$ cat config.mk
export PLATFORM = sky130hd
export DESIGN_NAME = config_memory_arbiter
export DESIGN_NICKNAME = d
export VERILOG_FILES = /design/src/rtl/config_memory_arbiter.sv
export SDC_FILE = /design/constraint.sdc
export NUM_CORES = 1
export LEC_CHECK = 0
export CELL_PAD_IN_SITES_DETAIL_PLACEMENT = 0
export CELL_PAD_IN_SITES_GLOBAL_PLACEMENT = 1
export CORE_MARGIN = 2
export CORE_UTILIZATION = 25
export CTS_CLUSTER_SIZE = 16
export DETAILED_ROUTE_END_ITERATION = 12
export GPL_TIMING_DRIVEN = 0
export MAX_ROUTING_LAYER = met4
export PLACE_DENSITY = 0.85
export RECOVER_POWER = 100
export SYNTH_ARGS = -nofsm -noshare
export SYNTH_HDL_FRONTEND = slang
export SYNTH_SLANG_ARGS = --single-unit
$ cat constraint.sdc
create_clock -name clk -period 3.6 [get_ports clk]
set_input_delay 1.08 -clock clk [delete_from_list [all_inputs] [get_ports clk]]
set_output_delay 1.08 -clock clk [all_outputs]
set_load 0.05 [all_outputs]
$ cat src/rtl/config_memory_arbiter.sv
// ---------------------------------------------------------------------------
// config_memory_arbiter
//
// Shares the single port of the network configuration memory between
// NUM_REQ requesters. Grants are round-robin, one access per cycle, fully
// pipelined. A requester may lock the port for an uninterrupted multi-word
// update; a lock whose owner sits idle too long is forcibly released.
//
// Ports:
//   clk, reset_n        clock, asynchronous active-low reset
//   req_valid/we/lock   per-requester request, write flag, hold-port flag
//   req_addr/req_wdata  packed per-requester address / write data
//   req_ready           one-hot combinational grant
//   rsp_valid           one-hot read-data strobe
//   rsp_rdata           read data shared by all requesters
//   mem_en/we/addr/din  registered memory port controls
//   mem_dout            memory read data (READ_LATENCY after mem_en)
//   locked, lock_owner  lock status
//   lock_timeout        one-cycle pulse in the cycle of a forced release
// ---------------------------------------------------------------------------
module config_memory_arbiter #(
    parameter int NUM_REQ      = 4,
    parameter int ADDR_WIDTH   = 10,
    parameter int DATA_WIDTH   = 32,
    parameter int READ_LATENCY = 1,
    parameter int LOCK_TIMEOUT = 1024
) (
    input  logic                             clk,
    input  logic                             reset_n,
    input  logic [NUM_REQ-1:0]               req_valid,
    input  logic [NUM_REQ-1:0]               req_we,
    input  logic [NUM_REQ-1:0]               req_lock,
    input  logic [NUM_REQ*ADDR_WIDTH-1:0]    req_addr,
    input  logic [NUM_REQ*DATA_WIDTH-1:0]    req_wdata,
    output logic [NUM_REQ-1:0]               req_ready,
    output logic [NUM_REQ-1:0]               rsp_valid,
    output logic [DATA_WIDTH-1:0]            rsp_rdata,
    output logic                             mem_en,
    output logic                             mem_we,
    output logic [ADDR_WIDTH-1:0]            mem_addr,
    output logic [DATA_WIDTH-1:0]            mem_din,
    input  logic [DATA_WIDTH-1:0]            mem_dout,
    output logic                             locked,
    output logic [2:0]                       lock_owner,
    output logic                             lock_timeout
);

    localparam int CNT_W = $clog2(LOCK_TIMEOUT);
    localparam logic [CNT_W-1:0] IDLE_MAX = CNT_W'(LOCK_TIMEOUT - 1);

    typedef enum logic {
        UNLOCKED = 1'b0,
        LOCKED   = 1'b1
    } lock_state_e;

    // ---------------- state ----------------
    lock_state_e             lock_state_q, lock_state_d;
    logic [2:0]              owner_q, owner_d;
    logic [CNT_W-1:0]        idle_cnt_q, idle_cnt_d;
    logic [2:0]              ptr_q, ptr_d;

    logic                    mem_en_q, mem_en_d;
    logic                    mem_we_q, mem_we_d;
    logic [ADDR_WIDTH-1:0]   mem_addr_q, mem_addr_d;
    logic [DATA_WIDTH-1:0]   mem_din_q, mem_din_d;
    // One-hot id of the read issued alongside mem_en (zero for writes/idle).
    logic [NUM_REQ-1:0]      iss_rd_id_q, iss_rd_id_d;
    logic [NUM_REQ-1:0]      rd_pipe_q [READ_LATENCY];
    logic [NUM_REQ-1:0]      rd_pipe_d [READ_LATENCY];
    logic [NUM_REQ-1:0]      rsp_valid_q, rsp_valid_d;
    logic [DATA_WIDTH-1:0]   rsp_rdata_q, rsp_rdata_d;

    // ---------------- combinational helpers ----------------
    logic                    owner_valid;
    logic                    owner_lock;
    logic                    grant_found;
    logic [2:0]              win_idx;
    logic                    win_we;
    logic                    win_lock;
    logic [ADDR_WIDTH-1:0]   win_addr;
    logic [DATA_WIDTH-1:0]   win_wdata;
    logic                    handshake;
    logic                    lock_timeout_c;

    // Current lock owner's request lines.
    always_comb begin
        owner_valid = 1'b0;
        owner_lock  = 1'b0;
        for (int i = 0; i < NUM_REQ; i++) begin
            if (3'(i) == owner_q) begin
                owner_valid = req_valid[i];
                owner_lock  = req_lock[i];
            end
        end
    end

    // Winner selection. While locked only the owner is eligible; otherwise
    // search from ptr upward, then wrap to the indices below ptr.
    always_comb begin
        grant_found = 1'b0;
        win_idx     = '0;
        if (lock_state_q == LOCKED) begin
            grant_found = owner_valid;
            win_idx     = owner_q;
        end else begin
            for (int i = 0; i < NUM_REQ; i++) begin
                if (!grant_found && req_valid[i] && (i >= int'(ptr_q))) begin
                    grant_found = 1'b1;
                    win_idx     = 3'(i);
                end
            end
            for (int i = 0; i < NUM_REQ; i++) begin
                if (!grant_found && req_valid[i] && (i < int'(ptr_q))) begin
                    grant_found = 1'b1;
                    win_idx     = 3'(i);
                end
            end
        end
    end

    // Winner's request fields and the one-hot grant.
    always_comb begin
        win_we    = 1'b0;
        win_lock  = 1'b0;
        win_addr  = '0;
        win_wdata = '0;
        req_ready = '0;
        for (int i = 0; i < NUM_REQ; i++) begin
            if (3'(i) == win_idx) begin
                win_we       = req_we[i];
                win_lock     = req_lock[i];
                win_addr     = req_addr[i*ADDR_WIDTH +: ADDR_WIDTH];
                win_wdata    = req_wdata[i*DATA_WIDTH +: DATA_WIDTH];
                req_ready[i] = grant_found;
            end
        end
    end

    // A grant is only ever given to a valid requester, so a grant is a handshake.
    assign handshake = grant_found;

    // Lock FSM and round-robin pointer.
    always_comb begin
        lock_state_d   = lock_state_q;
        owner_d        = owner_q;
        idle_cnt_d     = idle_cnt_q;
        lock_timeout_c = 1'b0;
        ptr_d          = ptr_q;

        if (handshake) begin
            ptr_d = (int'(win_idx) == NUM_REQ - 1) ? 3'd0 : win_idx + 3'd1;
        end

        case (lock_state_q)
            UNLOCKED: begin
                idle_cnt_d = '0;
                if (handshake && win_lock) begin
                    lock_state_d = LOCKED;
                    owner_d      = win_idx;
                end
            end
            LOCKED: begin
                if (handshake) begin
                    idle_cnt_d = '0;
                    if (!win_lock) begin
                        lock_state_d = UNLOCKED;
                        owner_d      = '0;
                    end
                end else if (!owner_lock) begin
                    // Owner neither requesting nor holding: give the port back.
                    lock_state_d = UNLOCKED;
                    owner_d      = '0;
                    idle_cnt_d   = '0;
                end else if (idle_cnt_q == IDLE_MAX) begin
                    lock_timeout_c = 1'b1;
                    lock_state_d   = UNLOCKED;
                    owner_d        = '0;
                    idle_cnt_d     = '0;
                end else begin
                    idle_cnt_d = idle_cnt_q + 1'b1;
                end
            end
            default: begin
                lock_state_d = UNLOCKED;
                owner_d      = '0;
                idle_cnt_d   = '0;
            end
        endcase
    end

    // Memory issue and read-return pipeline.
    always_comb begin
        mem_en_d    = handshake;
        mem_we_d    = handshake & win_we;
        mem_addr_d  = handshake ? win_addr : mem_addr_q;
        mem_din_d   = handshake ? win_wdata : mem_din_q;
        iss_rd_id_d = (handshake && !win_we) ? req_ready : '0;

        // Entry k is aligned with the cycle in which mem_dout for that read
        // becomes valid once it reaches the last stage.
        rd_pipe_d[0] = iss_rd_id_q;
        for (int k = 1; k < READ_LATENCY; k++) begin
            rd_pipe_d[k] = rd_pipe_q[k-1];
        end

        rsp_valid_d = rd_pipe_q[READ_LATENCY-1];
        rsp_rdata_d = (|rd_pipe_q[READ_LATENCY-1]) ? mem_dout : rsp_rdata_q;
    end

    always_ff @(posedge clk or negedge reset_n) begin
        if (!reset_n) begin
            lock_state_q <= UNLOCKED;
            owner_q      <= '0;
            idle_cnt_q   <= '0;
            ptr_q        <= '0;
            mem_en_q     <= 1'b0;
            mem_we_q     <= 1'b0;
            mem_addr_q   <= '0;
            mem_din_q    <= '0;
            iss_rd_id_q  <= '0;
            for (int k = 0; k < READ_LATENCY; k++) begin
                rd_pipe_q[k] <= '0;
            end
            rsp_valid_q  <= '0;
            rsp_rdata_q  <= '0;
        end else begin
            lock_state_q <= lock_state_d;
            owner_q      <= owner_d;
            idle_cnt_q   <= idle_cnt_d;
            ptr_q        <= ptr_d;
            mem_en_q     <= mem_en_d;
            mem_we_q     <= mem_we_d;
            mem_addr_q   <= mem_addr_d;
            mem_din_q    <= mem_din_d;
            iss_rd_id_q  <= iss_rd_id_d;
            for (int k = 0; k < READ_LATENCY; k++) begin
                rd_pipe_q[k] <= rd_pipe_d[k];
            end
            rsp_valid_q  <= rsp_valid_d;
            rsp_rdata_q  <= rsp_rdata_d;
        end
    end

    assign mem_en       = mem_en_q;
    assign mem_we       = mem_we_q;
    assign mem_addr     = mem_addr_q;
    assign mem_din      = mem_din_q;
    assign rsp_valid    = rsp_valid_q;
    assign rsp_rdata    = rsp_rdata_q;
    assign locked       = (lock_state_q == LOCKED);
    assign lock_owner   = owner_q;
    assign lock_timeout = lock_timeout_c;

endmodule

# == Yosys cells after proc, flatten, opt, wreduce, memory -nomap -nowiden ==
# Index checks and enable logic that the tools add are counted.
# Widths: inputs -> output; s select.
# classes
n_lt_le_gt_ge,8
n_eq_ne,11
bitwise,2
add_sub_neg,2
mux,74
reduce_logical,29
# ops
cell,n
$mux 32,4
$mux 10,7
$mux 1,46
$mux 3,13
$pmux 10 s2,1
$logic_and 1x1->1,17
$eq 2x3->1 const A,4
$add 10x1->10 const B,1
$eq 10x10->1 const B,1
$logic_not 1->1,8
$eq 1x3->1 const A,2
$ge 1x3->1 const A,2
$ge 2x3->1 const A,2
$logic_not 3->1,2
$lt 1x3->1 const A,2
$lt 2x3->1 const A,2
$pmux 3 s2,1
$mux 4,1
$ne 4x2->1 const B,1
$reduce_or 4->1,1
$add 3x1->3 const B,1
$eq 3x3->1 const B,1
$ne 3x3->1 const B,1
$reduce_and 3->1,1
other kinds (4),4
# totals
inputBits,214
out_inout_bits,89
register_bits,105
word_cells,138

# == Longest topological paths before layout ==
# logic_depth
depth_word,47
mapped_depth,14
ltp_nobuf,13

# == Worst setup path before layout ==
# Ideal clock, no wire load.
# synth_timing
path_kind,input -> output
startpoint,in req_valid[3]
endpoint,out lock_timeout
path_stages,2
required_time_ns,2.520
n_path_buf,0
slack_ns,-0.601
t_arrival_ns,3.121
path_cell_list,mux4_2 > nor4_1
# synth_via
elab_chain_cells,26
elab_cells_between_ends,27
cone_classes,mux (13); reduce/logical (14)
# synth_lines
element,line,rtl
"start, declared",30,"input logic [NUM_REQ-1:0] req_valid,"
$logic_and 1x1->1 (2 in a row),107,if (!grant_found && req_valid[i] && (i >= int'(ptr_q))) begin
$mux 1,107,
$mux 1,102,if (lock_state_q == LOCKED) begin
$logic_not 1->1,113,if (!grant_found && req_valid[i] && (i < int'(ptr_q))) begin
$logic_and 1x1->1 (2 in a row),113,
$mux 1,113,
$mux 1,102,
$logic_not 1->1,113,
[... 7 more ...],--,
$mux 1,113,
$mux 1,102,
$logic_not 1->1,113,
$logic_and 1x1->1 (2 in a row),113,
$mux 1,113,
$mux 1 (*),102,
$mux 1 (*),163,if (handshake) begin
$mux 1 (*),154,case (lock_state_q)
"end, declared",45,output logic lock_timeout
# Every way passes the cells marked *; elsewhere a longest branch is shown, timed or not. The select of a mux whose other input is x is not followed.

# == Final worst setup path ==
# layout_timing
startpoint,in req_valid[2]
endpoint,out req_ready[1]
# layout_via
elab_chain_cells,31
elab_cells_between_ends,40
cone_classes,eq/ne (1); mux (22); reduce/logical (17)
# layout_lines
element,line,rtl
$logic_and 1x1->1 (2 in a row),107,
$mux 1,107,
$mux 1,102,
$logic_not 1->1,107,
$logic_and 1x1->1 (2 in a row),107,
$mux 1,107,
$mux 1,102,
$logic_not 1->1,113,
[... 12 more ...],--,
$mux 1,113,
$mux 1,102,
$logic_not 1->1,113,
$logic_and 1x1->1 (2 in a row),113,
$mux 3,113,
$mux 3,102,
$eq 1x3->1,129,if (3'(i) == win_idx) begin
$mux 1 (*),129,
"end, declared",35,"output logic [NUM_REQ-1:0] req_ready,"
# Marks and branches as above.

==> impl_metrics.yaml <==
placed_design:
  placed_cell_area_um2: 8675
  dpl.cell_count: 1089
  dpl.hpwl_um: 15760
  port_buffers: 302
  routabilityCongestion: 0.8651
run_status:
  status: "complete, but fails checks"
  violations: "setup timing"
yosys:
  synth_top_area_share_pct: 50.29
  synth_common_cells: "105 x dfrtp_1, 90 x o21ai_0, 46 x a21oi_1"
  synth_top_flop_cell: "dfrtp_1"
  synthArstFlopShare_pct: 100.0
  yosysTopAreaCell: "dfrtp_1"
  synth-seq-area-share_pct: 50.29
  yosysMostFrequentCell: "dfrtp_1"
  synth_area_um2: 5225
  yosysWarnings: 0
  synth.distinct_cells: 40
  syn-num-nets: 733
  syn_avg_cell_area_um2: 10.13
  synth_edf_count: 0
  synth_area_leaders: "dfrtp_1 50%, o21ai_0 8.6%, a221oi_1 7.2%"
  ys_ff_latch: 105
  syn_inst: 516
critical_path:
  reg2reg_to: "mem_addr[7]"
  path_max_fanout: 7
  r2r_start: "locked"
  cp_data_arrival_time_ns: 2.67
  r2r.worst_path.cells: 12
  critPathKind: "primary input to output pin"
  critPathCaptureType: "output pin"
  cp-start-kind: "primary input"
  reg2reg_slack_ns: 0.38
  worst_ep_required_time_ns: 2.52
clocking:
  cts_tree: "yes"
  clk_latency_ns: 0.35
  cts-root-buf: "clkbuf_16"
  clock_tree.buffer_depth: 2
  cts.sinks: 105
  path_clk_slew_ns: 0.08
  ctsHtreeMaxLevel: 3
  cts_buffers: 9
  cts_hold_buf: 0
sta:
  finalHoldViolCount: 0
  tightestPinTransition_ns: 1.447
  fin_crit_ns: 3.755
  finalCritPeriodShare_pct: 104.3
  rsz0062_at_grt: "true"
  skew_ns: 0.008649
  setup_violations: 3
  slew_violations: 0
  relSlewSlack_pct: 3.527
  fin_ws_ns: -0.1549
  setup_tns_ns: -0.4112
  fmax_mhz: 266.3
global_route:
  grt_max_degree: 59
  grt_usage_pct: 19.38
  grt_pass1_vias: 5762
  antenna_found_initial: 0
  overflow: 0
  grt_pass1_wl_um: 31670
cells_and_area:
  layoutNonFillerInstCount: 1119
  layout-drive-gt1-share_pct: 13.19
  syn_to_final_growth_pct: 76.56
  diodes: 0
  nets: 1061
  fillers: 1971
  fin_area_um2: 9225
detailed_routing:
  first_pass_iters: 4
  viasPerCell: 4.962
  totalWireLength_um: 20930
  wire_per_inst_um: 18.70
  drt_iter0_markers: 296
  route.vias.total: 5553
  route.detailed.drc: 0
  postRouteAntennaNets: 0
floorplan:
  die_x_um: 148.6
  die_area_um2: 22070
  num_rows: 52
  die_h_um: 148.6
  initial_core_util_pct: 25.66
  ios: 303
  core_um2: 20360
min_path:
  hp-start: "iss_rd_id_q[1]"
  hold_end: "rd_pipe_q[1]"
  hold_path.class: "register to register"
  hold_depth: 0
job:
  drv_cap: 0
pwr:
  leakage_nw: 3.799
  power.density_nw_per_um2: 1004
  ir_worst_vdd_mv: 0.3651
## final cells by class
class / instances / area [um^2] / share of cell area, %
clock buffers: 10 / 229.0 / 2.482
well taps: 270 / 337.8 / 3.662
clock inverters: 6 / 62.56 / 0.6781
flip-flops and latches: 105 / 2628 / 28.48
plain buffers: 37 / 180.2 / 1.953
repair buffers: 321 / 3197 / 34.65
inverters: 6 / 35.03 / 0.3798
multi-input cells: 364 / 2556 / 27.71
## layer usage
layer,part of all wire (%),global-route usage (%),vias up
li1,-,-,2598
met1,41,23.08,2656
met2,50,33.01,270
met3,7.4,4.724,29
met4,1.9,5.000,0
met5,0,-,-
## timing repair
action / in CTS / in global routing
setup buffers: 14 / 4
endpoints found under the setup margin: 64 / 13
resized for setup: 87 / 19
pin swaps: 14 / 8
cloned: 0 / 0
## cell families after synthesis
family / after synthesis / synth area share (%)
adders and majority gates: 3 / 0.7185
buffers and inverters: 47 / 3.496
and+or+nand+nor: 119 / 12.33
xor gates and xnor gates: 7 / 1.173
muxes: 35 / 7.974
DFF: 105 / 50.29
AOI/OAI and AO/OA: 200 / 24.02
## per-stage QoR
| step | power [mW] | hold slack (ns) | setup WS (ns) | util [%] |
|---|---|---|---|---|
| 5_1_grt | 9.890 | 0.3592 | -0.1961 | 45.30 |
| 3_5_place_dp | 8.002 | 0.3358 | -1.903 | 42.60 |
| 3_3_place_gp | 7.934 | 0.3327 | -2.855 | 42.47 |
| 4_1_cts | 9.277 | 0.3518 | -0.1604 | 45.07 |
| 2_1_floorplan | 5.853 | 0.3312 | -0.1229 | - |
| 6_report | 9.266 | 0.3507 | -0.1549 | 45.30 |
## critical path: stages
cell and delay (ns):
buf_8 0.11, nor2b_4 0.11, o211a_1 0.22, or2_4 0.24, or2_4 0.22, and2_4 0.16, inv_4 0.06, ha_4 0.15
nand2_4 0.06, nor2_4 0.11, buf_6 0.16
## power by group
| part | internal [mW] | total (mW) | switching, mW |
|---|---|---|---|
| Combinational | 2.41 | 6.32 | 3.91 |
| Sequential | 1.69 | 1.97 | 0.276 |
| Clock | 0.488 | 0.981 | 0.493 |
| Total | 4.59 | 9.27 | 4.68 |
## placed cells by master, fill, tap and decap left out, drive strengths merged, types with 6 or more instances in the layout
cell / Yosys / routed
dfrtp: 105 / 105
nand3: 7 / 7
and2: 8 / 8
a21oi: 47 / 47
xor2: 6 / 6
buf: 6 / 31
a221oi: 43 / 43
nor2: 20 / 20
nand2: 17 / 17
clkdlybuf4s50: 0 / 288
o21ai: 93 / 93
nor2b: 7 / 7
mux2: 33 / 33
and3: 44 / 44
clkbuf: 35 / 45
inv: 6 / 8
## worst max path at each step
| stage | from | end | cells past startpoint |
|---|---|---|---|
| floorplan | req_valid[2] | req_ready[1] | 9 |
| detailed placement | req_valid[3] | req_ready[3] | 9 |
| CTS | req_valid[2] | req_ready[1] | 11 |
| global placement | reset_n | mem_din[18] | 1 |
| finish | req_valid[2] | req_ready[1] | 11 |
| global route | req_valid[2] | req_ready[1] | 11 |
## state kept, by name (all words and copies together) (netlist names)
signal / flops
rd_pipe_q: 4
ptr_q: 3
rsp_valid: 4
idle_cnt_q: 10
mem_en: 1
iss_rd_id_q: 4
rsp_rdata: 32
mem_addr: 10
locked: 1
mem_we: 1
lock_owner: 3
mem_din: 32
Power figures use the tool's default switching activity.
